<file path="src/rtl/keycode_action_mapper.sv">
// Scans USB boot-report keycode slots against a programmable key-to-action table
// and publishes held levels plus frame-synchronous press/release/repeat flags.
//
// state  | meaning
// IDLE   | ready for a report or a table write
// SCAN   | one keycode slot compared against the table per cycle
// COMMIT | pending mask copied to action_held unless the report rolled over
module keycode_action_mapper #(
    parameter int NUM_SLOTS    = 6,
    parameter int NUM_ACTIONS  = 6,
    parameter int KEY_W        = 8,
    parameter logic [NUM_ACTIONS*KEY_W-1:0] DEFAULT_MAP =
        {8'h4F, 8'h50, 8'h52, 8'h07, 8'h04, 8'h1A},
    parameter int REPEAT_DELAY = 30,
    parameter int REPEAT_RATE  = 6
) (
    input  logic                             Clk,
    input  logic                             Reset,
    input  logic                             report_valid,
    input  logic [NUM_SLOTS*KEY_W-1:0]       report_keycodes,
    output logic                             report_ready,
    input  logic                             map_we,
    input  logic [$clog2(NUM_ACTIONS)-1:0]   map_addr,
    input  logic [KEY_W-1:0]                 map_key,
    input  logic                             frame_tick,
    output logic [NUM_ACTIONS-1:0]           action_held,
    output logic [NUM_ACTIONS-1:0]           action_press,
    output logic [NUM_ACTIONS-1:0]           action_release,
    output logic [NUM_ACTIONS-1:0]           action_repeat,
    output logic                             busy
);

    localparam int ADDR_W = $clog2(NUM_ACTIONS);
    localparam int SLOT_W = (NUM_SLOTS > 1) ? $clog2(NUM_SLOTS) : 1;
    localparam int CNT_W  = $clog2(REPEAT_DELAY + REPEAT_RATE + 1);

    localparam logic [SLOT_W-1:0] LAST_SLOT = SLOT_W'(NUM_SLOTS - 1);
    localparam logic [CNT_W-1:0]  FIRE_AT   = CNT_W'(REPEAT_DELAY - 1);
    localparam logic [CNT_W-1:0]  RELOAD    = CNT_W'(REPEAT_DELAY - REPEAT_RATE);
    localparam logic [CNT_W-1:0]  CNT_MAX   = {CNT_W{1'b1}};
    localparam logic [KEY_W-1:0]  KEY_NONE  = '0;
    localparam logic [KEY_W-1:0]  KEY_ROLL  = KEY_W'(1);

    typedef enum logic [1:0] {IDLE, SCAN, COMMIT} state_t;

    state_t                     state_q, state_d;
    logic                       armed_q;
    logic                       accept;
    logic [NUM_SLOTS*KEY_W-1:0] buf_q;
    logic [SLOT_W-1:0]          slot_q;
    logic [KEY_W-1:0]           slot_key;
    logic [NUM_ACTIONS-1:0]     match;
    logic [NUM_ACTIONS-1:0]     pending_q;
    logic                       rollover_q;
    logic [NUM_ACTIONS-1:0]     held_q, prev_q, press_q, release_q, repeat_q;
    logic [KEY_W-1:0]           table_q [NUM_ACTIONS];
    logic [CNT_W-1:0]           cnt_q   [NUM_ACTIONS];
    logic [2:0]                 ft_sync_q;
    logic                       fe;

    // The buffer shifts right each scan cycle, so the current slot is always the low field.
    assign slot_key = buf_q[KEY_W-1:0];

    always_comb begin
        match = '0;
        for (int i = 0; i < NUM_ACTIONS; i++) begin
            match[i] = (slot_key != KEY_NONE) && (slot_key == table_q[i]);
        end
    end

    always_ff @(posedge Clk or posedge Reset) begin
        if (Reset) begin
            state_q <= IDLE;
        end else begin
            state_q <= state_d;
        end
    end

    always_comb begin
        state_d      = state_q;
        report_ready = 1'b0;
        busy         = 1'b0;
        accept       = 1'b0;
        case (state_q)
            IDLE: begin
                report_ready = armed_q & ~map_we;
                accept       = report_valid & armed_q & ~map_we;
                if (accept) begin
                    state_d = SCAN;
                end
            end
            SCAN: begin
                busy = 1'b1;
                if (slot_q == LAST_SLOT) begin
                    state_d = COMMIT;
                end
            end
            COMMIT: begin
                busy    = 1'b1;
                state_d = IDLE;
            end
            default: state_d = IDLE;
        endcase
    end

    // armed_q keeps report_ready low while and just after Reset is asserted.
    always_ff @(posedge Clk or posedge Reset) begin
        if (Reset) begin
            armed_q    <= 1'b0;
            buf_q      <= '0;
            slot_q     <= '0;
            pending_q  <= '0;
            rollover_q <= 1'b0;
            held_q     <= '0;
            for (int i = 0; i < NUM_ACTIONS; i++) begin
                table_q[i] <= DEFAULT_MAP[i*KEY_W +: KEY_W];
            end
        end else begin
            armed_q <= 1'b1;
            if (accept) begin
                buf_q      <= report_keycodes;
                slot_q     <= '0;
                pending_q  <= '0;
                rollover_q <= 1'b0;
            end
            if (state_q == SCAN) begin
                buf_q     <= buf_q >> KEY_W;
                slot_q    <= slot_q + SLOT_W'(1);
                pending_q <= pending_q | match;
                if (slot_key == KEY_ROLL) begin
                    rollover_q <= 1'b1;
                end
            end
            if (state_q == COMMIT && !rollover_q) begin
                held_q <= pending_q;
            end
            if (state_q == IDLE && map_we) begin
                for (int i = 0; i < NUM_ACTIONS; i++) begin
                    if (map_addr == ADDR_W'(i)) begin
                        table_q[i] <= map_key;
                    end
                end
            end
        end
    end

    assign fe = ft_sync_q[1] & ~ft_sync_q[2];

    // Frame-edge outputs only move on fe, so they hold steady for a whole frame.
    always_ff @(posedge Clk or posedge Reset) begin
        if (Reset) begin
            ft_sync_q <= '0;
            prev_q    <= '0;
            press_q   <= '0;
            release_q <= '0;
            repeat_q  <= '0;
            for (int i = 0; i < NUM_ACTIONS; i++) begin
                cnt_q[i] <= '0;
            end
        end else begin
            ft_sync_q <= {ft_sync_q[1:0], frame_tick};
            if (fe) begin
                press_q   <= held_q & ~prev_q;
                release_q <= ~held_q & prev_q;
                prev_q    <= held_q;
                for (int i = 0; i < NUM_ACTIONS; i++) begin
                    if (!held_q[i]) begin
                        cnt_q[i]    <= '0;
                        repeat_q[i] <= 1'b0;
                    end else if (cnt_q[i] == FIRE_AT) begin
                        cnt_q[i]    <= RELOAD;
                        repeat_q[i] <= 1'b1;
                    end else begin
                        repeat_q[i] <= 1'b0;
                        if (cnt_q[i] != CNT_MAX) begin
                            cnt_q[i] <= cnt_q[i] + CNT_W'(1);
                        end
                    end
                end
            end
        end
    end

    assign action_held    = held_q;
    assign action_press   = press_q;
    assign action_release = release_q;
    assign action_repeat  = repeat_q;

endmodule
</file>
<file path="config.mk">
export PLATFORM = sky130hd
export DESIGN_NAME = keycode_action_mapper
export DESIGN_NICKNAME = d
export VERILOG_FILES = /design/src/rtl/keycode_action_mapper.sv
export SDC_FILE = /design/constraint.sdc
export NUM_CORES = 1
export LEC_CHECK = 0
export CAP_MARGIN = 20
export CORE_UTILIZATION = 40
export CTS_CLUSTER_SIZE = 8
export DETAILED_ROUTE_END_ITERATION = 16
export SLEW_MARGIN = 20
export SYNTH_ARGS = -nofsm -noshare
export SYNTH_HDL_FRONTEND = slang
export SYNTH_SLANG_ARGS = --single-unit
</file>
<file path="constraint.sdc">
create_clock -name Clk -period 5.4 [get_ports Clk]
set_input_delay 0.54 -clock Clk [delete_from_list [all_inputs] [get_ports Clk]]
set_output_delay 0.54 -clock Clk [all_outputs]
set_load 0.1 [all_outputs]
</file>
==> reports/qor.csv, run 1 <==
metric,value,unit
WL final,18320,um
outcome,"complete, no violations",
Setup TNS Final,0,ps
total power,5.185,mW
Setup Slack @ Placement,2387,ps
fillers,1960,
critical setup path kind,flip-flop to primary output,
"flops & latches, synth",178,
Layout area overhead,19.47,%
first-pass GRT wire length,30330,um
Startpoint Class,flip-flop,
family with the most delay on the worst path,buffers and inverters,
layout cells sized above 1,7.295,%
FP Rows,53,
Lkg Pwr,4.299,nW
"area leader, netlist",dfrtp_1,
worst skew pair latency,440,ps
Buffers on Ports,89,
Relative slew margins,31.58,%
CP Buf/Inv Count,2,
final antenna-violating net count,0,
fin crit share,57.13,%
Slew Limit Fails,0,
Yosys top cell area share,46.78,%
slowest CP cell,clkdlybuf4s50_1,
maximum clock rate,0.3242,GHz
# setup viols final,0,
Worst Path Required,4860,ps
Post-synth top flop,dfrtp_1,
Post-CTS Resized,0,
Pre-antenna DRT Iters,5,
worst r2r path cells,6,
Setup Skew,11.71,ps
pwr dens,503.9,nW/um^2
reg2reg start,state_q[0]$_DFFE_PP0P_,
RSZ-0062 raised after global routing,no,
HP Start,ft_sync_q[0]$_DFF_PP0_,
Initial Util,40.84,%
largest net degree at the start of global routing,98,
H-tree depth,4,
remaining global-route overflow,0,
detailed-route vias per instance,5.286,
WL/cell,15.71,um
placed cell area,9714,um^2
area of the core,21090,um^2
CTS sink count,178,
Cell variety after synth,63,
Mapped Cells,808,
most frequent cells in the layout,"dfrtp_1 (161), nand2_1 (131), clkdlybuf4s50_1 (89)",
post-route cell area,10290,um^2
crit-path max cell delay,1130,ps
Synth Area in Compound Gates,12.30,%
initial drt markers,319,
ANT cells,0,
I/O Pins,90,
full die area,22120,um^2
Simple-Gate Fraction of Synth Area,13.26,%
R2R Setup Slk,2690,ps
# hold bufs at CTS,0,
Critical path origin,state_q[0]$_DFFE_PP0P_,
Synth Net Count,890,
clk root buf,clkbuf_16,
# Post-CTS Setup Buffers,0,
worst-case hold path end point,ft_sync_q[1]$_DFF_PP0_,
TritonCTS clock tree,built,
Mapped Avg Cell Area,10.66,um^2
Clock Pin Slew Worst Setup and Hold Paths,80,ps
Hold WC Path Type,flip-flop to flip-flop,
synth warn,0,
Slew @ Worst Pin,1023,ps
final worst slack,2315,ps
# DRC,0,
CTS buffer count,17,
Synth Area in XOR/XNOR,4.881,%
Max VDD drop,0.2896,mV
aggregate global-route resource usage,17.57,%
crit path DAT,2540,ps
"most common cell after layout, fill and taps aside",dfrtp_1,
fin cells,1166,
RR Endpoint,pending_q[4]$_DFFE_PP0P_,
hpwl dp,12270,um
largest cells by area after synthesis,"dfrtp_1 (47%), mux2_1 (6.8%), nand2_1 (5.7%)",
Layout Nets,960,
fraction of registers with async set/reset,100.0,%
initial antenna violation count,0,
mux cell area share after synthesis,11.81,%
Fin. Hold Viols,0,
deepest clock path buffer count,2,
CP Capture Type,primary output,
cell depth of the worst hold path,0,
vias post-DR,6164,
largest family of logic cells by synthesized area,simple AND/OR/NAND/NOR gates,
Synth Area in Adders,2.615,%
Die Wd,148.7,um
GPL Wtd Cong,0.7941,
dpl cells,1134,
Post-synth EDFFs,0,
Synth Cell Area,8613,um^2
Max Cap Violations,0,
minimum clock period,3085,ps
Die Y,148.7,um
CP max FO,6,
sequential area share after synthesis,51.96,%
CP cell instances,"inv_1, ha_1, and3b_1, clkdlybuf4s50_1",
vias in the first global route,5876,
-- per-layer routing --
| metal | global-route usage, % | vias to the layer above | routed length (um) |
|---|---|---|---|
| li1 | - | 3018 | - |
| met1 | 24.52 | 3020 | 8952 |
| met2 | 27.48 | 109 | 8533 |
| met3 | 3.425 | 17 | 578 |
| met4 | 5.663 | 0 | 255 |
| met5 | 0 | - | 0 |
-- how the worst max path moves through the flow --
| stage | endpoint | cells after the start |
|---|---|---|
| after floorplan | action_held[0]$_DFFE_PP0P_ | 1 |
| after global placement | pending_q[3]$_DFFE_PP0P_ | 5 |
| after detailed placement | pending_q[4]$_DFFE_PP0P_ | 5 |
| after CTS | report_ready | 4 |
| after global routing | report_ready | 4 |
| final | report_ready | 4 |
-- Yosys cell counts, types with 5 or more instances --
cell,count
a21oi_1,40
a32o_1,6
a41oi_1,7
and3_1,9
and3b_1,5
buf_1,5
buf_2,5
clkbuf_1,30
dfrtp_1,161
dfstp_2,17
ha_1,18
inv_1,18
mux2_1,52
mux2i_1,42
nand2_1,131
nand2b_1,7
nand3_1,19
nand3b_1,11
nand4_1,7
nor2_1,16
nor4_1,13
o21ai_0,7
o21ai_1,59
o41ai_1,7
xor2_1,48
-- worst reg2reg max path, cell delays in order (launching register included) --
cell      delay [ps]
dfrtp_1          410
inv_1            110
ha_1             250
and4b_2          860
buf_4            460
nand2b_1         250
a32o_1           260
-- cell type report --
cell class,instances,area (um^2),share of cell area [%]
inverters,19,76.32,0.7417
clock buffers,17,425.4,4.134
multi-input cells,567,3882,37.73
clock inverters,15,150.1,1.459
well taps,275,344.1,3.344
flip-flops and latches,178,4476,43.49
repair buffers,95,935.9,9.095
-- state kept, by name (all words and copies together), names as in the netlist --
name            flops
rollover_q          1
buf_q              48
action_repeat       6
pending_q           6
action_press        6
ft_sync_q           3
slot_q              3
action_release      6
cnt_q              36
state_q             2
prev_q              6
action_held         6
table_q            48
armed_q             1
-- where the power goes --
part	internal [mW]	leakage, nW	total, mW	switching [mW]
Combinational	0.659	1.72	1.69	1.03
Sequential	1.83	2.30	2.27	0.439
Clock	0.620	0.283	1.22	0.602
-- stage by stage --
stage | hold WS (ps) | utilization (%)
after CTS | 351.0 | 48.80
after detailed placement | 334.7 | 46.07
after global placement | 336.4 | 46.07
after floorplan | 331.2 | -
after global routing | 357.7 | 48.80
final | 349.0 | 48.80
-- logic make-up (layout without fill, tap and decap cells) --
| group | count (synthesis) | count (layout) |
|---|---|---|
| flip-flops | 178 | 178 |
| AO/OA/AOI/OAI | 168 | 168 |
| other | 1 | 1 |
| XOR/XNOR | 48 | 48 |
| multiplexers | 95 | 95 |
| buffers and inverters | 63 | 146 |
| AND/OR/NAND/NOR | 237 | 237 |
| adder cells (fa/ha/maj) | 18 | 18 |
Note: power is estimated with default switching activity, not from simulation.
==> inputs of run 2 (changes only) <==
clock period = 3.1 ns   (was 5.4 ns; I/O delays follow)
==> run 2 against run 1 <==
Worst setup slack got worse by 1500 ps. Flip-flop and latch count did not move. Hold slack worse by 230 ps. Largest power group unchanged. Critical endpoint is now action_repeat[4].
==> reports/qor.csv, run 2 (synthesis gave the netlist of run 1 again) <==
metric,value,unit,change
combinational power share,32.4,%,-0.3 points
GPL Wtd Cong,0.8358,,+5.3%
met1 WL,9183,um,+2.6%
Initial Util,40.84,%,unchanged
# setup viols final,0,,unchanged
Die Y,148.7,um,unchanged
Pint,5.627,mW,+81%
Lkg Pwr,4.348,nW,+1.1%
outcome,"complete, no violations",,
largest net degree at the start of global routing,74,,-24%
aggregate global-route resource usage,18.18,%,+0.61 points
Die Wd,148.7,um,unchanged
Worst Path Required,2790,ps,-2070 ps
"most common cell after layout, fill and taps aside",dfrtp_1,,
area of the core,21090,um^2,unchanged
Clock Pin Slew Worst Setup and Hold Paths,70,ps,about the same
remaining global-route overflow,0,,unchanged
# DRC,0,,unchanged
family with the most delay on the worst path,buffers and inverters,,
ANT cells,0,,unchanged
Setup TNS Final,0,ps,unchanged
power share of the clock group,24.5,%,+0.9 points
WL final,18710,um,+2.1%
RSZ-0062 raised after global routing,no,,
final worst slack,848.7,ps,-1467 ps
Relative slew margins,35.05,%,+3.5 points
crit-path max cell delay,1140,ps,about the same
Fin. Hold Viols,0,,unchanged
initial drt markers,360,,+13%
maximum clock rate,0.4442,GHz,
Met3 Wirelength,524,um,-9.3%
fillers,1969,,+0.46%
critical setup path kind,flip-flop to primary output,,
detailed-route vias per instance,5.257,,-0.56%
layout cells sized above 1,8.287,%,+0.99 points
first-pass GRT wire length,31530,um,+4.0%
I/O Pins,90,,unchanged
Max Cap Violations,0,,unchanged
clk root buf,clkbuf_16,,
worst skew pair latency,430,ps,about the same
Layout Nets,962,,+0.21%
Post-CTS Resized,0,,unchanged
deepest clock path buffer count,2,,unchanged
Sw Share,38.65,%,-1.4 points
hpwl dp,12590,um,+2.6%
vias post-DR,6140,,-0.39%
initial antenna violation count,0,,unchanged
Setup Skew,12.16,ps,+0.4481 ps
Slew @ Worst Pin,971.3,ps,-51.84 ps
CTS buffer count,17,,unchanged
Reg power frac,43.2,%,-0.6 points
Pre-antenna DRT Iters,5,,unchanged
Slew Limit Fails,0,,unchanged
Multi-input gate area,3882,um^2,unchanged
Buffers on Ports,89,,unchanged
TritonCTS clock tree,built,,
top routing layer used,met4,,
pwr dens,884.9,nW/um^2,+76%
Setup Slack @ Placement,875.1,ps,-1512 ps
NetSw,3.545,mW,+71%
slowest CP cell,clkdlybuf4s50_1,,
minimum clock period,2251,ps,
Hold WC Path Type,input port to asynchronous set/reset pin,,
Max VDD drop,0.4857,mV,+68%
crit path DAT,1940,ps,-600 ps
Startpoint Class,flip-flop,,
CP max FO,2,,-4
CTS sink count,178,,unchanged
met2 wire len,8710,um,+2.1%
Top Registers,"buf_q (48), table_q (48), cnt_q (36)",,
Layout area overhead,20.34,%,
CP Buf/Inv Count,1,,-1
full die area,22120,um^2,unchanged
CP cell instances,clkdlybuf4s50_1,,
most frequent cells in the layout,"dfrtp_1 (161), nand2_1 (131), clkdlybuf4s50_1 (81)",,
CP Capture Type,primary output,,
FP Rows,53,,unchanged
# hold bufs at CTS,0,,unchanged
# Post-CTS Setup Buffers,0,,unchanged
Sequential cell area,4476,um^2,unchanged
WHS,123.7,ps,-225.3 ps
WL/cell,16.02,um,+1.9%
vias in the first global route,6014,,+2.3%
H-tree depth,4,,unchanged
fin crit share,72.62,%,
final antenna-violating net count,0,,unchanged
run 2: changes by cell type in the layout (fill, tap and decap cells not counted), sizes merged:
| cell | previous run | this run |
|---|---|---|
| buf | 6 | 16 |
| bufinv | 0 | 3 |
| clkbuf | 17 | 18 |
| clkdlybuf4s50 | 89 | 81 |
| clkinv | 2 | 5 |
| clkinvlp | 1 | 2 |
| inv | 31 | 23 |
run 2: path summary, 6_finish.rpt:
check | start | endpoint | slack, ps | cells after the start
worst max-delay path | action_repeat[4]$_DFFE_PP0P_ | action_repeat[4] | 850 | 1
worst min-delay path | Reset | cnt_q[10]$_DFFE_PP0P_ | 120 | 2
worst max register to register | buf_q[4]$_DFFE_PP0P_ | pending_q[3]$_DFFE_PP0P_ | 930 | 4
worst min register to register | ft_sync_q[0]$_DFF_PP0_ | ft_sync_q[1]$_DFF_PP0_ | 350 | 0
max in group asynchronous | Reset | action_held[5]$_DFFE_PP0P_ | 2060 | 3
min in group Clk | frame_tick | ft_sync_q[0]$_DFF_PP0_ | 330 | 1
run 2: metrics by stage:
step           power [mW]  utilization (%)  instances  area (um^2)
4_1_cts             9.280            49.15       1168        10360
3_5_place_dp        6.998            46.27       1136         9758
3_3_place_gp        6.934            46.27       1136         9758
6_report            9.172            49.15       1168        10360
2_1_floorplan       6.203                -        808         8617
5_1_grt             9.752            49.15       1168        10360
run 2: layer usage:
metal	GRT usage (%)	up-vias
li1	-	3022
met1	25.38	2998
met4	5.765	0
met3	2.997	16
met5	0	-
met2	28.88	104
run 2: area by class of cell:
type                            count  area share (%)
Sequential cell                   178           43.18
Clock inverter                     14           1.714
Inverter                           19          0.7243
Multi-Input combinational cell    567           37.46
Clock buffer                       18           4.141
Tap cell                          275           3.320
Timing Repair Buffer               97           9.464
run 2: power groups by stage:
stage	logic (mW)	clock network [mW]	registers, mW
after floorplan	1.88	0	4.33
after global placement	2.94	0	3.99
after detailed placement	2.99	0	4.01
after CTS	3.00	2.31	3.97
after global routing	3.27	2.39	4.09
final	2.97	2.24	3.96
==> inputs of run 3 (changes only) <==
clock period = 2.2 ns   (was 3.1 ns; I/O delays follow)
==> run 3 against run 2 <==
First-iteration DRC count is 6.7% higher. Routed wire length is 0.24% lower. Power up 42%. Sequential power increased by 38%. Sequential share of layout area is 0.37 points lower. Cell area up 0.86%. Clock power grew 41%. Register-to-register slack got worse by 720 ps. Core utilization up 0.42 points. Largest cell class unchanged.
==> reports/qor.csv, run 3 (synthesis gave the netlist of run 1 again) <==
metric,value,unit,change
# DRC,0,,unchanged
remaining global-route overflow,0,,unchanged
initial antenna violation count,0,,unchanged
family with the most delay on the worst path,simple AND/OR/NAND/NOR gates,,
Initial Util,40.84,%,unchanged
Top Registers,"buf_q (48), table_q (48), cnt_q (36)",,
combinational power share,33.5,%,+1.1 points
H-tree depth,4,,unchanged
Max Cap Violations,0,,unchanged
largest net degree at the start of global routing,73,,-1.4%
NetSw,5.074,mW,+43%
first-pass GRT wire length,31280,um,-0.77%
Setup Slack @ Placement,213.6,ps,-661.5 ps
worst r2r path cells,6,,+2
clk root buf,clkbuf_16,,
fin cells,1182,,+1.2%
GPL Wtd Cong,0.7867,,-5.9%
critical setup path kind,flip-flop to flip-flop,,
deepest clock path buffer count,2,,unchanged
fin crit share,90.43,%,
Setup TNS Final,0,ps,unchanged
initial drt markers,384,,+6.7%
Post-CTS Resized,0,,unchanged
R2R Setup Slk,210,ps,-720 ps
RSZ-0062 raised after global routing,no,,
Layout Nets,976,,+1.5%
I/O Pins,90,,unchanged
CP max FO,28,,+26
RR Endpoint,buf_q[13]$_DFFE_PP0P_,,
CP Capture Type,flip-flop,,
minimum clock period,1989,ps,
maximum clock rate,0.5026,GHz,
Die Wd,148.7,um,unchanged
ANT cells,0,,unchanged
outcome,"complete, no violations",,
Sw Share,39.08,%,+0.43 points
# setup viols final,0,,unchanged
WL/cell,15.79,um,-1.4%
layout cells sized above 1,11.80,%,+3.5 points
Slew @ Worst Pin,599.8,ps,-371.5 ps
Startpoint Class,flip-flop,,
Fin. Hold Viols,0,,unchanged
vias in the first global route,5981,,-0.55%
Layout area overhead,21.37,%,
CP cell instances,"inv_1, ha_1, and4b_2, buf_12, mux2i_1, o21ai_1",,
detailed-route vias per instance,5.225,,-0.61%
Die Y,148.7,um,unchanged
dpl cells,1150,,+1.2%
aggregate global-route resource usage,18.04,%,-0.15 points
crit-path max cell delay,470,ps,-670 ps
# hold bufs at CTS,0,,unchanged
Critical path origin,state_q[1]$_DFFE_PP0P_,,
WL final,18670,um,-0.24%
Pint,7.911,mW,+41%
CTS buffer count,17,,unchanged
reg2reg start,state_q[1]$_DFFE_PP0P_,,
Slew Limit Fails,0,,unchanged
Max VDD drop,0.7031,mV,+45%
final antenna-violating net count,0,,unchanged
instance count on the critical path,6,,+5
area of the core,21090,um^2,unchanged
Reg power frac,42.2,%,-1.0 points
Worst Path Required,2500,ps,-290 ps
most frequent cells in the layout,"dfrtp_1 (161), nand2_1 (131), clkdlybuf4s50_1 (63)",,
Relative slew margins,59.65,%,+25 points
slowest CP cell,and4b_2,,
# Post-CTS Setup Buffers,0,,unchanged
CP Buf/Inv Count,2,,+1
Pre-antenna DRT Iters,4,,-1
vias post-DR,6176,,+0.59%
Setup Skew,11.77,ps,-0.3901 ps
hpwl dp,12920,um,+2.6%
Lkg Pwr,4.463,nW,+2.7%
Clock Pin Slew Worst Setup and Hold Paths,70,ps,about the same
final worst slack,210.5,ps,-638.1 ps
crit path DAT,2290,ps,+350 ps
pwr dens,1242,nW/um^2,+40%
"most common cell after layout, fill and taps aside",dfrtp_1,,
worst skew pair latency,430,ps,about the same
worst setup path endpoint,buf_q[13]$_DFFE_PP0P_,,
Buffers on Ports,89,,unchanged
Hold WC Path Type,input port to asynchronous set/reset pin,,
TritonCTS clock tree,built,,
fillers,1966,,-0.15%
full die area,22120,um^2,unchanged
power share of the clock group,24.3,%,-0.2 points
FP Rows,53,,unchanged
CTS sink count,178,,unchanged
[run 3: area by class of cell]
class | instances | area (um^2) | share of cell area (%)
Clock buffer | 18 | 439.2 | 4.201
Timing Repair Buffer | 111 | 1066 | 10.20
Multi-Input combinational cell | 567 | 3882 | 37.14
Sequential cell | 178 | 4476 | 42.81
Clock inverter | 14 | 171.4 | 1.640
Tap cell | 275 | 344.1 | 3.291
Inverter | 19 | 75.07 | 0.7181
[run 3: per-layer routing]
layer	wire [um]	vias to the layer above	global-route usage, %
met1	9113	3012	25.52
met4	165	0	5.153
li1	-	3043	-
met2	8711	107	28.34
met3	674	14	3.211
met5	0	-	0
[run 3: power groups by stage]
stage	clock network, mW	registers, mW	logic (mW)
2_1_floorplan	0	6.10	2.65
3_3_place_gp	0	5.52	4.33
3_5_place_dp	0	5.53	4.40
4_1_cts	3.23	5.48	4.41
5_1_grt	3.35	5.64	4.78
6_report	3.16	5.47	4.35
[run 3: through the flow]
step / instance area, um^2 / total power, mW / utilization [%] / hold WS (ps)
2_1_floorplan: 8617 / 8.740 / - / 251.4
3_3_place_gp: 9843 / 9.847 / 46.68 / 337.2
3_5_place_dp: 9843 / 9.933 / 46.68 / 334.7
4_1_cts: 10450 / 13.12 / 49.57 / 62.71
5_1_grt: 10450 / 13.77 / 49.57 / 67.03
6_report: 10450 / 12.99 / 49.57 / 67.92
[run 3: worst min-delay path by stage]
| stage | slack (ps) | startpoint | depth (start not counted) | to |
|---|---|---|---|---|
| floorplan | 250 | frame_tick | 0 | ft_sync_q[0]$_DFF_PP0_ |
| global placement | 340 | ft_sync_q[0]$_DFF_PP0_ | 0 | ft_sync_q[1]$_DFF_PP0_ |
| detailed placement | 330 | ft_sync_q[0]$_DFF_PP0_ | 0 | ft_sync_q[1]$_DFF_PP0_ |
| CTS | 60 | Reset | 2 | cnt_q[6]$_DFFE_PP0P_ |
| global route | 70 | Reset | 2 | cnt_q[6]$_DFFE_PP0P_ |
| finish | 70 | Reset | 2 | cnt_q[6]$_DFFE_PP0P_ |
==> RTL edit 1 (flow settings as in run 3) <==
Add an input register stage for `map_key`, without a reset; this delays it by one clock. The other inputs are not delayed to match.
--- a/src/rtl/keycode_action_mapper.sv
+++ b/src/rtl/keycode_action_mapper.sv
@@ -44,2 +44,8 @@
     typedef enum logic [1:0] {IDLE, SCAN, COMMIT} state_t;
+
+    logic [KEY_W-1:0] map_key_q;
+
+    always_ff @(posedge Clk) begin
+        map_key_q <= map_key;
+    end
 
@@ -139,3 +145,3 @@
                     if (map_addr == ADDR_W'(i)) begin
-                        table_q[i] <= map_key;
+                        table_q[i] <= map_key_q;
                     end
Behaviour: not the same (Yosys sat finds a counterexample within 10 cycles, from zero or initial values and one cycle with Reset high).
==> RTL edit 1 against run 3 <==
  * Synthesized area up 2.3%
  * Sequential power rose by 4.6%
  * Setup slack lost 0.057 ns
  * Wire length grew 2.5%
  * Design area increased by 2.7%
  * Via count up 1.7%
  * Power increased by 1.6%
  * Die area rose by 2.2%
  * Synthesized cell count is the same
  * Sequential cell count rose by 8
  * Global-route usage grew 0.079 points
  * Critical path type is now reg2out
  * Critical endpoint is now report_ready
==> RTL edit 1: results (changes against run 3) <==
| Metric | Value |
|---|---|
| Maximum fanout along the worst path | 6 (was 28) |
| FFs w/ async S/R, synth | 95.7% (was 100%) |
| Depth of the worst register-to-register path | 5 (was 6) |
| CP peak stage delay | 0.41 ns (was 0.47 ns) |
| Share of the yosys chip area belonging to registers | 52.6% (was 52.0%) |
| Pin count of the biggest net entering global routing | 54 (was 73) |
| Leakage power of the design | 4.58 nW (was 4.46 nW) |
| Share of post-route cells with drive strength above 1 | 19.2% (was 11.8%) |
| Routability cong. | 0.837 (was 0.787) |
| Number of DRC markers after the initial detailed-route iteration | 347 (was 384) |
| Top cells by count, synth | sky130_fd_sc_hd__dfrtp_1 (161), sky130_fd_sc_hd__nand2_1 (133), sky130_fd_sc_hd__o21ai_0 (66), sky130_fd_sc_hd__mux2_2 (55), sky130_fd_sc_hd__xor2_1 (49) (was sky130_fd_sc_hd__dfrtp_1 (161), sky130_fd_sc_hd__nand2_1 (131), sky130_fd_sc_hd__o21ai_1 (59), sky130_fd_sc_hd__mux2_1 (52), sky130_fd_sc_hd__xor2_1 (48)) |
| Cell with the largest stage delay on the worst path | sky130_fd_sc_hd__dfrtp_1 (was sky130_fd_sc_hd__and4b_2) |
| Via count | 6,281 (was 6,176) |
| Final Hold Slack | 0.149 ns (was 0.0679 ns) |
| Largest cells by area after synthesis | sky130_fd_sc_hd__dfrtp_1 (46%), sky130_fd_sc_hd__mux2_2 (7.0%), sky130_fd_sc_hd__nand2_1 (5.7%) (was sky130_fd_sc_hd__dfrtp_1 (47%), sky130_fd_sc_hd__mux2_1 (6.8%), sky130_fd_sc_hd__nand2_1 (5.7%)) |
| Clock skew after layout | 0.0113 ns (was 0.0118 ns) |
| Number of nets in the finished design | 985 (was 976) |
| Reg-to-reg slack, setup | 0.21 ns (about the same) |
| Result of the run | completed (unchanged) |
| Half-perimeter wire length after placement | 13,500 um (was 12,900 um) |
| Mean instance size in the synthesized netlist | 10.9 um2 (was 10.7 um2) |
| Count of TritonRoute iterations in the first routing pass | 5 (was 4) |
| First-pass GRT wire length | 31,800 um (was 31,300 um) |
| Worst voltage drop across the vdd grid | 0.675 mV (was 0.703 mV) |
| Slew at the pin with the worst max-slew slack | 0.638 ns (was 0.600 ns) |
| Number of global-route vias before repair | 6,092 (was 5,981) |
## RTL edit 1: worst max-delay path by stage
stage,slack (ns),cells past startpoint,from,end
after global routing,0.04,7,state_q[1]$_DFFE_PP0P_,buf_q[27]$_DFFE_PP0P_
after global placement,0.27,5,state_q[0]$_DFFE_PP0P_,table_q[10]$_DFFE_PP0P_
final,0.15,5,state_q[0]$_DFFE_PP0P_,report_ready
after detailed placement,0.21,5,state_q[0]$_DFFE_PP0P_,table_q[11]$_DFFE_PP0P_
after floorplan,-0.29,1,Reset,action_held[0]$_DFFE_PP0P_
after CTS,0.13,5,state_q[0]$_DFFE_PP0P_,report_ready
## RTL edit 1: layout make-up
cell class | count | area (um2)
clock inverter | 14 | 158
fill | 1963 | 10500
tap | 275 | 344
multi-input combinational | 561 | 3920
sequential | 186 | 4640
inverter | 17 | 67.6
timing repair buffer | 120 | 1180
clock buffer | 18 | 429
## RTL edit 1: power by group
group | switching, mW | total [mW] | internal [mW] | leakage [nW]
combinational | 2.66 | 4.45 | 1.79 | 1.93
clock | 1.50 | 3.02 | 1.53 | 0.285
sequential | 1.07 | 5.72 | 4.65 | 2.36
total | 5.22 | 13.2 | 7.97 | 4.58
## RTL edit 1: worst max-delay path: cells and delay by family (launching register included)
kind	cells	cell delay, ns
DFF	1	0.41
adders and majority gates	1	0.26
and+or+nand+nor	1	0.27
buffers and inverters	3	0.47
## RTL edit 1: logic make-up after synthesis
| logic type | Yosys count | share of synthesized area, % |
|---|---|---|
| xor+xnor | 49 | 4.87 |
| mux | 98 | 11.9 |
| buf+inv | 61 | 3.14 |
| compound gates | 158 | 11.4 |
| flops | 186 | 52.6 |
| simple gates | 237 | 13.5 |
| other cells | 1 | 0.0426 |
| fa+ha+maj | 18 | 2.56 |
## RTL edit 1: through the flow
step / util, % / cell area [um2]
2_1_floorplan: - / 8820
3_3_place_gp: 47.7 / 10200
3_5_place_dp: 47.7 / 10200
4_1_cts: 50.4 / 10700
5_1_grt: 50.4 / 10700
6_report: 50.4 / 10700
## RTL edit 1: metal layers
layer / wire (um) / share of wire (%) / vias up / GRT usage, %
met5: 0 / 0 / - / 0
met4: 108 / 0.56 / 0 / 4.19
met3: 787 / 4.1 / 7 / 4.30
met2: 8870 / 46 / 135 / 28.1
met1: 9370 / 49 / 3068 / 25.5
li1: - / - / 3071 / -
==> RTL edit 2 (config.mk and constraints of run 3) <==
Without the edit above. `KEY_W`: 8 -> 10.
--- a/src/rtl/keycode_action_mapper.sv
+++ b/src/rtl/keycode_action_mapper.sv
@@ -10,3 +10,3 @@
     parameter int NUM_ACTIONS  = 6,
-    parameter int KEY_W        = 8,
+    parameter int KEY_W        = 10,
     parameter logic [NUM_ACTIONS*KEY_W-1:0] DEFAULT_MAP =
Interface: changed (resized map_key and report_keycodes); port bits go from 90 to 104. No check against the original RTL was run, so the function may have changed too.
==> RTL edit 2 against run 3 <==
  * Power increased by 19%
  * Highest routed layer unchanged
  * Synthesized area up 14%
  * Wire length up 17%
  * Setup slack improved by 0.025 ns
  * Sequential power rose by 14%
  * Sequential cell count increased by 24
  * Design area grew 16%
  * Sequential share of layout area decreased by 0.84 points
  * Cell count up 15%
==> RTL edit 2: results (changes against run 3) <==
| Metric | Value |
|---|---|
| Area after DPL | 11,300 um2 (was 9840 um2) |
| Global routing met2 resource utilization | 29.4% (was 28.3%) |
| Worst voltage drop across the vdd grid | 1.02 mV (was 0.703 mV) |
| Half-perimeter wire length after placement | 14,900 um (was 12,900 um) |
| Count of TritonRoute iterations in the first routing pass | 5 (was 4) |
| Result of the run | completed (unchanged) |
| Largest cells by area after synthesis | sky130_fd_sc_hd__dfrtp_1 (47%), sky130_fd_sc_hd__mux2_2 (7.8%), sky130_fd_sc_hd__nand2_1 (5.9%) (was sky130_fd_sc_hd__dfrtp_1 (47%), sky130_fd_sc_hd__mux2_1 (6.8%), sky130_fd_sc_hd__nand2_1 (5.7%)) |
| Sum of routed wire segments on met1 | 10,500 um (was 9110 um) |
| Buffer levels on the longest clock path | 3 (was 2) |
| H-tree levels | 1 (was 4) |
| Distinct cell type count after synthesis | 62 (was 63) |
| Met2 routed wirelength | 10,100 um (was 8710 um) |
| Dpl ws | 0.151 ns (was 0.214 ns) |
| Switching share of power | 36.6% (was 39.1%) |
| Leakage power of the design | 5.44 nW (was 4.46 nW) |
| Top flop regs | buf_q: 60 flops, table_q: 60 flops, cnt_q: 36 flops (was buf_q: 48 flops, table_q: 48 flops, cnt_q: 36 flops) |
| Part of the cycle the worst path needs | 89.3% (was 90.4%) |
| Number of global-route vias before repair | 7,012 (was 5,981) |
| Reg-to-reg slack, setup | 0.24 ns (was 0.21 ns) |
| Share of the yosys chip area belonging to registers | 51.8% (was 52.0%) |
| Crit. Startpoint | state_q[0]$_DFFE_PP0P_ (was state_q[1]$_DFFE_PP0P_) |
| Number of instances in the placed design | 1,311 (was 1,150) |
| Number of cells produced by synthesis | 915 (was 808) |
| Met1 global-route usage | 26.5% (was 25.5%) |
| Clock skew after layout | 0.0116 ns (was 0.0118 ns) |
| Clock buffer count from CTS | 29 (was 17) |
| Number of nets in the finished design | 1,118 (was 976) |
| Count of fill cells added during filler insertion | 2,179 (was 1,966) |
## RTL edit 2: changes by cell type after synthesis, sizes merged, moves of 9 or more
cell,delta
nand4,+12
dfrtp,+24
mux2,+16
o21ai,+9
xnor2,+12
mux2i,+10
nand2,+24
## RTL edit 2: cells by family (layout without fill, tap and decap cells)
logic type | after synthesis | after routing
AOI/OAI and AO/OA | 163 | 163
xor gates and xnor gates | 61 | 61
adders and majority gates | 17 | 17
buffers and inverters | 74 | 205
DFF | 202 | 202
muxes | 121 | 121
other | 1 | 1
and+or+nand+nor | 276 | 276
## RTL edit 2: cell type report
type,instances,area [um2],area share (%)
clock buffer,52,812,6.71
clock inverter,2,17.5,0.145
multi-input combinational,639,4450,36.8
timing repair buffer,134,1270,10.5
tap,319,399,3.30
inverter,17,67.6,0.559
sequential,202,5080,42.0
## RTL edit 2: repair_timing
item,4_1_cts,5_1_grt
endpoints found under the setup margin,0,10
gates resized for setup,0,1
endpoints found under the hold margin,0,0
